--- src/rtl/extremum_pkg.sv ---
// rtl/extremum_pkg.sv - shared state encoding, mode constants and sizing helper for extremum_n
package extremum_pkg;

    typedef enum logic [1:0] {
        START   = 2'd0,
        WAIT    = 2'd1,
        PRESENT = 2'd2,
        RELEASE = 2'd3
    } state_t;

    localparam logic MODE_MIN = 1'b0;
    localparam logic MODE_MAX = 1'b1;

    function automatic int idx_width(input int n);
        return (n > 1) ? $clog2(n) : 1;
    endfunction

endpackage

--- src/rtl/extremum_n_if.sv ---
// rtl/extremum_n_if.sv - converter / consumer signal bundle for extremum_n
interface extremum_n_if
    import extremum_pkg::*;
#(
    parameter int N = 3,
    parameter int W = 8
) ();

    localparam int IW = idx_width(N);

    logic            soc;
    logic [N-1:0]    eoc;
    logic [N*W-1:0]  x;
    logic            mode;
    logic            dav_;
    logic            rfd;
    logic [W-1:0]    out;
    logic [IW-1:0]   idx;
    logic            err;

    modport master (
        output soc, dav_, out, idx, err,
        input  eoc, x, mode, rfd
    );

    modport slave (
        input  soc, dav_, out, idx, err,
        output eoc, x, mode, rfd
    );

endinterface

--- src/rtl/extremum_tree.sv ---
// rtl/extremum_tree.sv - combinational N-way unsigned min/max select, lowest index wins ties
module extremum_tree
    import extremum_pkg::*;
#(
    parameter int N  = 3,
    parameter int W  = 8,
    parameter int IW = 2
) (
    input  logic [N*W-1:0] x,
    input  logic           mode,
    output logic [W-1:0]   value,
    output logic [IW-1:0]  index
);

    logic [W-1:0] cand;
    logic         take;

    // Strict compare only: an equal later channel never displaces an earlier one.
    always_comb begin
        value = x[W-1:0];
        index = '0;
        cand  = '0;
        take  = 1'b0;
        for (int i = 1; i < N; i++) begin
            cand = x[i*W +: W];
            take = (mode == MODE_MIN) ? (cand < value) : (cand > value);
            if (take) begin
                value = cand;
                index = IW'(i);
            end
        end
    end

endmodule

--- src/rtl/extremum_n.sv ---
// rtl/extremum_n.sv - N-channel converter sequencer latching min/max sample with dav_/rfd handshake
module extremum_n
    import extremum_pkg::*;
#(
    parameter int N   = 3,
    parameter int W   = 8,
    parameter int TMO = 255
) (
    input  logic         clock,
    input  logic         reset_,
    extremum_n_if.master bus
);

    localparam int IW = idx_width(N);
    localparam int CW = $clog2(TMO + 1);

    state_t          state;
    state_t          next_state;
    logic [CW-1:0]   cnt;
    logic            soc_q;
    logic            dav_q;
    logic            err_q;
    logic [W-1:0]    out_q;
    logic [IW-1:0]   idx_q;
    logic [W-1:0]    sel_value;
    logic [IW-1:0]   sel_index;
    logic            latch;
    logic            timeout;

    extremum_tree #(
        .N  (N),
        .W  (W),
        .IW (IW)
    ) u_tree (
        .x     (bus.x),
        .mode  (bus.mode),
        .value (sel_value),
        .index (sel_index)
    );

    // START waits for soc to be visible before accepting idle eoc, and PRESENT
    // waits for dav_ to be visible before accepting rfd=0, so neither strobe is skipped.
    always_comb begin
        next_state = state;
        latch      = 1'b0;
        timeout    = 1'b0;
        case (state)
            START: begin
                if (soc_q && (bus.eoc == '0)) next_state = WAIT;
            end
            WAIT: begin
                if (&bus.eoc) begin
                    latch      = 1'b1;
                    next_state = PRESENT;
                end else if (cnt == CW'(TMO - 1)) begin
                    timeout    = 1'b1;
                    next_state = PRESENT;
                end
            end
            PRESENT: begin
                if (!dav_q && !bus.rfd) next_state = RELEASE;
            end
            RELEASE: begin
                if (bus.rfd) next_state = START;
            end
            default: next_state = START;
        endcase
    end

    always_ff @(posedge clock) begin
        if (!reset_) begin
            state <= START;
            soc_q <= 1'b0;
            dav_q <= 1'b1;
            out_q <= '0;
            idx_q <= '0;
            err_q <= 1'b0;
            cnt   <= '0;
        end else begin
            state <= next_state;
            soc_q <= (next_state == START);
            // dav_ trails the data latch by one edge so out/idx/err settle first.
            dav_q <= !((state == PRESENT) && (next_state == PRESENT));
            cnt   <= (state == WAIT) ? cnt + 1'b1 : '0;
            if (latch) begin
                out_q <= sel_value;
                idx_q <= sel_index;
                err_q <= 1'b0;
            end else if (timeout) begin
                err_q <= 1'b1;
            end
        end
    end

    assign bus.soc  = soc_q;
    assign bus.dav_ = dav_q;
    assign bus.out  = out_q;
    assign bus.idx  = idx_q;
    assign bus.err  = err_q;

endmodule
--- src/flat_wrapper.sv ---
// flat-port wrapper written by rule: the top's interface ports become plain ports
module extremum_n_flat import extremum_pkg::*;
#(
    parameter int N   = 3,
    parameter int W   = 8,
    parameter int TMO = 255
)
  (clock, reset_, bus_soc, bus_dav_, bus_out, bus_idx, bus_err, bus_eoc, bus_x, bus_mode, bus_rfd);
  extremum_n_if #(.N(N), .W(W)) bus_i ();
  input  logic clock;
  input  logic reset_;
  output wire logic [$bits(bus_i.soc)-1:0] bus_soc;
  output wire logic [$bits(bus_i.dav_)-1:0] bus_dav_;
  output wire logic [$bits(bus_i.out)-1:0] bus_out;
  output wire logic [$bits(bus_i.idx)-1:0] bus_idx;
  output wire logic [$bits(bus_i.err)-1:0] bus_err;
  input wire logic [$bits(bus_i.eoc)-1:0] bus_eoc;
  input wire logic [$bits(bus_i.x)-1:0] bus_x;
  input wire logic [$bits(bus_i.mode)-1:0] bus_mode;
  input wire logic [$bits(bus_i.rfd)-1:0] bus_rfd;
  assign bus_soc = bus_i.soc;
  assign bus_dav_ = bus_i.dav_;
  assign bus_out = bus_i.out;
  assign bus_idx = bus_i.idx;
  assign bus_err = bus_i.err;
  assign bus_i.eoc = bus_eoc;
  assign bus_i.x = bus_x;
  assign bus_i.mode = bus_mode;
  assign bus_i.rfd = bus_rfd;
  extremum_n #(.N(N), .W(W), .TMO(TMO)) u_core (.clock(clock), .reset_(reset_), .bus(bus_i));
endmodule
--- config.mk ---
export PLATFORM = sky130hd
export DESIGN_NAME = extremum_n_flat
export DESIGN_NICKNAME = d
export VERILOG_FILES = /design/src/rtl/extremum_pkg.sv /design/src/rtl/extremum_n_if.sv /design/src/rtl/extremum_tree.sv /design/src/rtl/extremum_n.sv /design/src/flat_wrapper.sv
export SDC_FILE = /design/constraint.sdc
export NUM_CORES = 1
export LEC_CHECK = 0
export CAP_MARGIN = 20
export CORE_MARGIN = 2
export CORE_UTILIZATION = 47
export CTS_BUF_LIST = sky130_fd_sc_hd__clkbuf_4 sky130_fd_sc_hd__clkbuf_8 sky130_fd_sc_hd__clkbuf_16
export DETAILED_ROUTE_END_ITERATION = 6
export PLACE_DENSITY = 0.82
export SETUP_SLACK_MARGIN = 0.05
export SKIP_CTS_REPAIR_TIMING = 1
export SYNTH_ARGS = -nofsm -noshare
export SYNTH_HDL_FRONTEND = slang
export SYNTH_SLANG_ARGS = --single-unit
--- constraint.sdc ---
create_clock -name clock -period 4.91 [get_ports clock]
set_input_delay 0.982 -clock clock [delete_from_list [all_inputs] [get_ports clock]]
set_output_delay 0.982 -clock clock [all_outputs]
set_load 0.02 [all_outputs]
==> flow_summary_export.csv, run 1 <==
group,metric,value,unit
status,status,"finished, final reports clean",
worst_setup_path,arrival,4740,ps
worst_setup_path,reg2reg_slack,3230,ps
clocking,numCtsBuffers,3,
worst_setup_path,start_kind,"input port",
worst_setup_path,r2r_cells,6,
worst_hold_path,hp-class,"register to register",
cells_and_area,mostFrequentLayoutCell,"clkdlybuf4s50_1",
timing,finalClockSkew,0.5168,ps
cells_and_area,multi_input_area,905.9,sq um
detailed_routing,postRouteAntennaNets,0,
floorplan,chipWidth,59.67,um
cells_and_area,areaGrowthSynthToFinish,34.79,%
global_route,grt_pass1_vias,1296,
timing,rsz0062_at_grt,"false",
timing,tightest_slew,669.9,ps
synthesis,avgSynthCellArea,8.721,sq um
worst_setup_path,cp_max_fo,9,
detailed_routing,first_pass_iters,4,
worst_setup_path,critPathLaunch,"bus_x[1]",
clocking,worstSkewPairLatency,300,ps
clocking,cts_root_buffer,"clkbuf_4",
clocking,cts.path.max_buffers,2,
floorplan,fp.dieH,59.67,um
global_route,grt_max_degree,14,
detailed_routing,dr_total_vias,1327,
cells_and_area,diodes,0,
synthesis,yosysWarnings,0,
power,p_per_area,194.3,nW/um^2
cells_and_area,mostFrequentLayoutCells,"clkdlybuf4s50_1 (43), dfxtp_1 (23), inv_1 (19), nand2_1 (19), ha_1 (18)",
floorplan,core-area,3003,sq um
power,leakagePower,0.8258,nW
detailed_routing,drc,0,
worst_setup_path,crit_type,"input port to register",
placement,io_buffers,43,
timing,slew_headroom,0.5518,
detailed_routing,wl_per_cell,13.05,um
detailed_routing,drt_iter0_drc,58,
synthesis,ys_ff_latch,23,
synthesis,synth_edf_count,0,
global_route,track_usage,0.2016,
cells_and_area,layout.cells.non_filler,247,
clocking,cts_tree,"yes",
cells_and_area,drive_gt1_frac,0.08879,
flow_run,maxCapViolations,0,
global_route,grt_pass1_wl,5616,um
synthesis,ys.flop_type,"dfxtp_1",
synthesis,netlist-cell-type-count,32,
worst_hold_path,worstHoldPathCells,1,
synthesis,syn_area,1456,sq um
synthesis,syn_nets,216,
worst_setup_path,reg2reg_from,"u_core.state[0]",
clocking,clkTransAtPathRegs,130,ps
floorplan,rows,20,
timing,finalHoldViolCount,0,
detailed_routing,avgViaCountPerCell,5.372,
synthesis,synth.area.mux_share,0.05498,
timing,finalCriticalPeriod,4511,ps
floorplan,start_util,0.4850,
clocking,clkSinkCount,23,
synthesis,ys_seq_area_frac,0.3162,
timing,fin_crit_sh,0.9187,
synthesis,yosys.area_share.adder,0.1546,
cells_and_area,final_util,0.6538,
timing,slew_violations,0,
power,ir_worst_vdd,0.1102,mV
synthesis,postSynthCellCount,167,
worst_setup_path,crit_required,5140,ps
floorplan,dieArea,3560,sq um
placement,dp_hpwl,2694,um
timing,fmax,221.7,MHz
global_route,grt.overflow.total,0,
synthesis,synth_top_family_by_area,"compound AO/OA/AOI/OAI gates",
clocking,htreeDepth,1,
cells_and_area,regArea,460.4,sq um
global_route,grt_antenna_before_repair,0,
placement,dp.cells,243,
synthesis,yosys.area_share.simple,0.1701,
cells_and_area,fin_nets,264,
detailed_routing,drt-total-wl,3223,um
placement,place.gp.congestion,0.7900,
timing,whs,478.2,ps
worst_hold_path,hp-start,"u_core.cnt[0]",
timing,setup_viol,0,
worst_setup_path,crit_path_end_kind,"register",
cells_and_area,fillers,259,
synthesis,synth-async-reset-ratio,0,
synthesis,synth_xor_xnor_area_share,0.03007,
synthesis,synth_compound_area_frac,0.2088,
floorplan,ios,44,
power,power,381.4,uW
-- power breakdown --
| group | switching, mW | total (mW) | internal (mW) | leakage, nW |
|---|---|---|---|---|
| clock | 0.0570 | 0.0874 | 0.0304 | 0.0177 |
| combinational | 0.0506 | 0.104 | 0.0539 | 0.622 |
| sequential | 0.00117 | 0.190 | 0.188 | 0.186 |
-- synth_stat cells, drive strengths merged (2+ instances only) --
cell type | n | area, sq um
o21ai | 4 | 23.77
nand3 | 5 | 25.02
a21oi | 11 | 55.05
o211ai | 2 | 15.01
mux2i | 8 | 80.08
a211oi | 3 | 22.52
and3 | 2 | 12.51
a21o | 2 | 15.01
nor3 | 2 | 10.01
nand2 | 19 | 71.32
o221ai | 8 | 120.1
dfxtp | 23 | 460.4
buf | 2 | 16.26
xnor2 | 2 | 17.52
nand4 | 4 | 25.02
ha | 18 | 225.2
nor2b | 2 | 12.51
xor2 | 3 | 26.28
nor2 | 17 | 63.81
or3 | 2 | 12.51
inv | 20 | 75.07
-- registers in the layout (all words and copies together), names as in the netlist --
name / cells
u_core.bus.dav_: 1
u_core.bus.err: 1
u_core.bus.idx: 2
u_core.bus.out: 8
u_core.bus.soc: 1
u_core.cnt: 8
u_core.state: 2
-- worst max-delay path, stage by stage --
cell	delay, ps
clkdlybuf4s50_1	480
inv_1	50
ha_1	290
nor2b_1	130
o211ai_1	210
a211oi_1	110
a211oi_1	280
buf_4	240
mux2i_1	280
ha_1	300
a21oi_1	160
nand2_1	70
a21o_1	180
o221a_1	280
or3_4	500
o221ai_2	200
-- kinds of logic (layout without fill, tap and decap cells) --
family	after synthesis	after routing
AO/OA/AOI/OAI	35	35
buffers and inverters	23	70
XOR/XNOR	5	5
multiplexers	8	8
AND/OR/NAND/NOR	55	55
flip-flops	23	23
adder cells (fa/ha/maj)	18	18
-- per-stage QoR --
| stage | area, sq um | TNS (ps) | setup slack (ps) |
|---|---|---|---|
| finish | 1963 | 0 | 399.3 |
| global placement | 1931 | 0 | 41.65 |
| global route | 1963 | 0 | 157.6 |
| detailed placement | 1931 | -624.2 | -106.8 |
| CTS | 1958 | 0 | 229.4 |
| floorplan | 1456 | 0 | 827.1 |
-- layout make-up --
| cell class | instances | area share |
|---|---|---|
| tap | 33 | 0.02103 |
| multi-input combinational | 121 | 0.4614 |
| sequential | 23 | 0.2345 |
| inverter | 20 | 0.03824 |
| timing repair buffer | 46 | 0.2307 |
| clock buffer | 3 | 0.01147 |
| clock inverter | 1 | 0.002549 |
-- final timing paths --
path                                          end
worst max-delay path            u_core.bus.out[6]
worst min-delay path                u_core.cnt[0]
worst max register to register  u_core.bus.out[6]
worst min register to register      u_core.cnt[0]
-- routing by layer --
metal,up-vias,part of all wire,track usage
li1,688,-,-
met2,23,0.49,0.3370
met1,612,0.47,0.2701
met3,4,0.033,0.03463
met4,0,0.0087,0.04762
met5,-,0,0
Power figures use the tool's default switching activity.
==> run 2, diff against run 1 <==
- clock period: 4.91 -> 4.75 ns (I/O delays scaled with it)
==> run 2 against run 1 <==
Compared with the run above:
- critical path depth unchanged
- worst setup slack got worse by 120 ps
- routed wire length increased by 11%
- via count increased by 4.4%
- worst hold slack better by 6.2 ps
- register-to-register slack got worse by 170 ps
- count of clock-buffer cells in the layout unchanged
- cell count is 1.2% higher
==> flow_summary_export.csv, run 2 (synthesized netlist as in run 1, its figures left out) <==
group,metric,value,unit
status,status,"finished, final reports clean",
floorplan,dieArea,3560,sq um
worst_setup_path,start_kind,"input port",
power,ir_worst_vdd,0.1466,mV
detailed_routing,drt-total-wl,3583,um
worst_hold_path,hp-class,"register to register",
timing,fin_crit_sh,0.9408,
global_route,track_usage,0.2167,
worst_hold_path,worstHoldPathCells,1,
floorplan,core-area,3003,sq um
clocking,clkTransAtPathRegs,130,ps
worst_setup_path,cp_max_fo,9,
placement,dp_hpwl,2955,um
timing,finalSetupTns,0,ps
worst_setup_path,reg2reg_slack,3060,ps
detailed_routing,drc,0,
flow_run,maxCapViolations,0,
timing,slew_violations,0,
clocking,htreeDepth,1,
floorplan,chipWidth,59.67,um
detailed_routing,drt_iter0_drc,36,
placement,io_buffers,43,
clocking,worstSkewPairLatency,320,ps
global_route,grt_pass1_vias,1380,
power,leakagePower,0.8418,nW
global_route,grt_antenna_before_repair,0,
placement,place.gp.congestion,0.8329,
timing,rsz0062_at_grt,"false",
floorplan,ios,44,
clocking,cts.path.max_buffers,2,
cells_and_area,mostFrequentLayoutCell,"clkdlybuf4s50_1",
detailed_routing,wl_per_cell,14.33,um
timing,tightest_slew,604.3,ps
worst_setup_path,crit_type,"input port to register",
worst_setup_path,timing.rr.end,"u_core.bus.out[1]",
timing,finalHoldViolCount,0,
timing,finalClockSkew,9.054,ps
timing,fmax,223.8,MHz
floorplan,start_util,0.4850,
worst_setup_path,arrival,4710,ps
global_route,grt_max_degree,14,
global_route,grt_pass1_wl,5892,um
worst_setup_path,crit_required,4990,ps
worst_setup_path,r2r_cells,6,
timing,whs,484.4,ps
worst_setup_path,crit_path_end_kind,"register",
cells_and_area,areaGrowthSynthToFinish,36.68,%
power,power,401.3,uW
detailed_routing,postRouteAntennaNets,0,
cells_and_area,fillers,253,
clocking,numCtsBuffers,3,
clocking,cts_root_buffer,"clkbuf_4",
detailed_routing,dr_total_vias,1386,
worst_setup_path,critPathLaunch,"bus_x[1]",
cells_and_area,diodes,0,
global_route,grt.overflow.total,0,
detailed_routing,avgViaCountPerCell,5.544,
detailed_routing,first_pass_iters,4,
cells_and_area,drive_gt1_frac,0.1060,
timing,setup_viol,0,
floorplan,fp.dieH,59.67,um
worst_setup_path,reg2reg_from,"u_core.state[0]",
worst_setup_path,endpoint,"u_core.bus.out[1]",
floorplan,rows,20,
cells_and_area,mostFrequentLayoutCells,"clkdlybuf4s50_1 (43), dfxtp_1 (23), inv_1 (19), nand2_1 (19), ha_1 (18)",
cells_and_area,fin_nets,267,
timing,slew_headroom,0.5956,
clocking,clkSinkCount,23,
power,p_per_area,201.6,nW/um^2
clocking,cts_tree,"yes",
timing,finalCriticalPeriod,4469,ps
==> run 2: metal layers <==
metal | track usage | vias to the layer above | share of wire | wire [um]
met5 | 0 | - | 0 | 0
met4 | 0.04762 | 0 | 0.0053 | 19
met3 | 0.04762 | 4 | 0.037 | 131
met2 | 0.4022 | 27 | 0.53 | 1886
met1 | 0.2510 | 660 | 0.43 | 1545
li1 | - | 695 | - | -
==> run 2: worst min-delay path by stage <==
stage	startpoint	end
CTS	u_core.cnt[0]	u_core.cnt[0]
detailed placement	u_core.cnt[0]	u_core.cnt[0]
global route	u_core.cnt[0]	u_core.cnt[0]
global placement	u_core.cnt[0]	u_core.cnt[0]
floorplan	u_core.cnt[0]	u_core.cnt[0]
finish	u_core.cnt[0]	u_core.cnt[0]
==> run 2: power breakdown <==
part / internal (mW) / switching [mW]
clock network: 0.0315 / 0.0588
logic: 0.0599 / 0.0551
registers: 0.195 / 0.00132
total: 0.286 / 0.115
==> run 2: critical path: stages <==
cell             delay, ps
clkdlybuf4s50_1        490
inv_1                   50
ha_1                   290
nor2b_1                130
o211ai_1               240
a211oi_1               130
a211oi_2               240
buf_4                  210
mux2i_1                260
ha_1                   300
a21oi_1                160
nand2_1                 70
a21o_1                 200
o221a_1                290
or3_4                  500
o221ai_2               190
==> run 2: final cells by class <==
class	instances	area (sq um)	area share
multi-input combinational	121	910.9	0.4576
timing repair buffer	49	475.5	0.2388
sequential	23	460.4	0.2313
inverter	20	75.07	0.03771
tap	33	41.29	0.02074
clock buffer	3	22.52	0.01131
clock inverter	1	5.005	0.002514
==> run 2: metrics by stage <==
step / std cells / cell area, sq um / setup WS, ps / util
2_1_floorplan: 167 / 1456 / 699.1 / -
3_3_place_gp: 246 / 1953 / -146.4 / 0.6504
3_5_place_dp: 246 / 1953 / -262.4 / 0.6504
4_1_cts: 250 / 1981 / 56.46 / 0.6596
5_1_grt: 250 / 1991 / 114.3 / 0.6629
6_report: 250 / 1991 / 281.1 / 0.6629
==> run 3, diff against run 2 <==
- RECOVER_POWER: not set -> 25
==> run 3 against run 2 <==
Compared with the run above:
- global-route usage unchanged
- cell area unchanged
- sequential share of layout area unchanged
- critical path type unchanged
- largest cell class unchanged
- largest power group unchanged
==> flow_summary_export.csv, run 3 (synthesized netlist as in run 1, its figures left out) <==
group,metric,value,unit
status,status,"finished, final reports clean",
cells_and_area,fin_nets,267,
placement,io_buffers,43,
floorplan,chipWidth,59.67,um
timing,fmax,223.7,MHz
global_route,grt.overflow.total,0,
power,power_switching,114.8,uW
detailed_routing,dr_total_vias,1387,
cells_and_area,diodes,0,
power,power.internal,286.0,uW
floorplan,dieArea,3560,sq um
worst_setup_path,r2r_cells,6,
power,clockPowerShare,0.225,
timing,slew_headroom,0.5967,
detailed_routing,postRouteAntennaNets,0,
worst_hold_path,worstHoldPathCells,1,
power,p_per_area,201.3,nW/um^2
timing,finalCriticalPeriod,4470,ps
cells_and_area,mostFrequentLayoutCells,"clkdlybuf4s50_1 (42), dfxtp_1 (23), inv_1 (19), nand2_1 (19), ha_1 (18)",
worst_setup_path,crit_type,"input port to register",
worst_setup_path,arrival,4710,ps
clocking,numCtsBuffers,3,
clocking,cts.path.max_buffers,2,
clocking,cts_root_buffer,"clkbuf_4",
worst_setup_path,max_stage_delay,500,ps
timing,slew_violations,0,
cells_and_area,areaGrowthSynthToFinish,36.68,%
detailed_routing,drc,0,
timing,setup_viol,0,
detailed_routing,drt_iter0_drc,36,
placement,post-place-ws,-262.4,ps
power,leakagePower,0.8421,nW
worst_setup_path,slowest_stage,"or3_4",
cells_and_area,fillers,253,
worst_hold_path,min_to,"u_core.cnt[0]",
global_route,grt_max_degree,14,
floorplan,rows,20,
global_route,grt_antenna_before_repair,0,
floorplan,fp.dieH,59.67,um
placement,dp_hpwl,2955,um
timing,finalHoldViolCount,0,
clocking,htreeDepth,1,
clocking,cts_tree,"yes",
detailed_routing,drt-total-wl,3575,um
timing,tightest_slew,602.7,ps
worst_setup_path,reg2reg_slack,3060,ps
floorplan,core-area,3003,sq um
worst_setup_path,cp_cell_sequence,"clkdlybuf4s50_1 > inv_1 > ha_1 > nor2b_1 > o211ai_1 > a211oi_1 > a211oi_2 > buf_4 > mux2i_1 > ha_1 > a21oi_1 > nand2_1 > a21o_1 > o221a_1 > or3_4 > o221ai_2",
floorplan,ios,44,
worst_hold_path,hp-start,"u_core.cnt[0]",
detailed_routing,wl_per_cell,14.30,um
global_route,track_usage,0.2167,
worst_setup_path,reg2reg_from,"u_core.state[0]",
worst_hold_path,hp-class,"register to register",
clocking,clkSinkCount,23,
power,p_seq_frac,0.489,
worst_setup_path,cpMostUsedCell,"ha_1",
clocking,worstSkewPairLatency,320,ps
cells_and_area,drive_gt1_frac,0.1060,
global_route,grt_pass1_vias,1380,
power,power.share.combinational,0.286,
placement,dp.cells,246,
worst_setup_path,timing.rr.end,"u_core.bus.out[1]",
cells_and_area,layout.cells.non_filler,250,
placement,place.gp.congestion,0.8329,
timing,finalClockSkew,9.083,ps
power,swShare,0.2864,
global_route,grt_pass1_wl,5892,um
timing,fin_crit_sh,0.9410,
clocking,clkTransAtPathRegs,130,ps
worst_setup_path,crit_required,4990,ps
cells_and_area,mostFrequentLayoutCell,"clkdlybuf4s50_1",
flow_run,maxCapViolations,0,
detailed_routing,first_pass_iters,5,
timing,rsz0062_at_grt,"false",
timing,finalWorstSetupSlack,280.2,ps
detailed_routing,avgViaCountPerCell,5.548,
worst_setup_path,cp_max_fo,9,
floorplan,start_util,0.4850,
worst_setup_path,crit_path_end_kind,"register",
worst_setup_path,start_kind,"input port",
power,ir_worst_vdd,0.1464,mV
run 3: cell count changes in the layout (fill, tap and decap cells not counted), sizes merged:
cell	delta
dlygate4sd3	+1
clkdlybuf4s50	-1
run 3: layer usage:
| layer | vias to the layer above | track usage | wire, um |
|---|---|---|---|
| met5 | - | 0 | 0 |
| met4 | 0 | 0.04762 | 19 |
| met3 | 4 | 0.04762 | 127 |
| met2 | 28 | 0.4022 | 1878 |
| met1 | 660 | 0.2510 | 1549 |
| li1 | 695 | - | - |
run 3: area by class of cell:
type / count / area, sq um / area share
tap: 33 / 41.29 / 0.02074
sequential: 23 / 460.4 / 0.2313
inverter: 20 / 75.07 / 0.03771
multi-input combinational: 121 / 910.9 / 0.4576
clock inverter: 1 / 5.005 / 0.002514
clock buffer: 3 / 22.52 / 0.01131
timing repair buffer: 49 / 475.5 / 0.2388
run 3: through the flow:
stage / util / hold WS (ps) / area [sq um] / total power [mW] / setup TNS, ps
final: 0.6629 / 482.8 / 1991 / 0.4008 / 0
after global routing: 0.6629 / 500.7 / 1991 / 0.4256 / 0
after CTS: 0.6596 / 484.5 / 1981 / 0.4040 / 0
after detailed placement: 0.6504 / 454.7 / 1953 / 0.3132 / -2195
after global placement: 0.6504 / 440.2 / 1953 / 0.3080 / -1266
after floorplan: - / 429.7 / 1456 / 0.2599 / 0
run 3: worst max-delay path by stage:
stage                   from  slack (ps)  depth (start not counted)                end
CTS                 bus_x[1]          60                         16  u_core.bus.out[1]
finish              bus_x[1]         280                         16  u_core.bus.out[1]
global placement    bus_x[1]        -150                         16  u_core.bus.out[4]
floorplan           bus_x[1]         700                         16  u_core.bus.out[1]
global route        bus_x[1]         110                         16  u_core.bus.out[7]
detailed placement  bus_x[1]        -260                         16  u_core.bus.out[6]
run 3: critical path: cells and delay by family:
family          cells  cell delay (ps)
compound gates      7             1460
buf+inv             3              750
simple gates        3              700
fa+ha+maj           2              590
mux                 1              260
run 3: power groups by stage:
stage                     Clock (mW)  Combinational [mW]  Sequential, mW
final                         0.0901               0.115           0.196
after floorplan                    0              0.0581           0.202
after CTS                     0.0944               0.113           0.196
after detailed placement           0               0.113           0.200
after global routing           0.103               0.126           0.196
after global placement             0               0.108           0.200
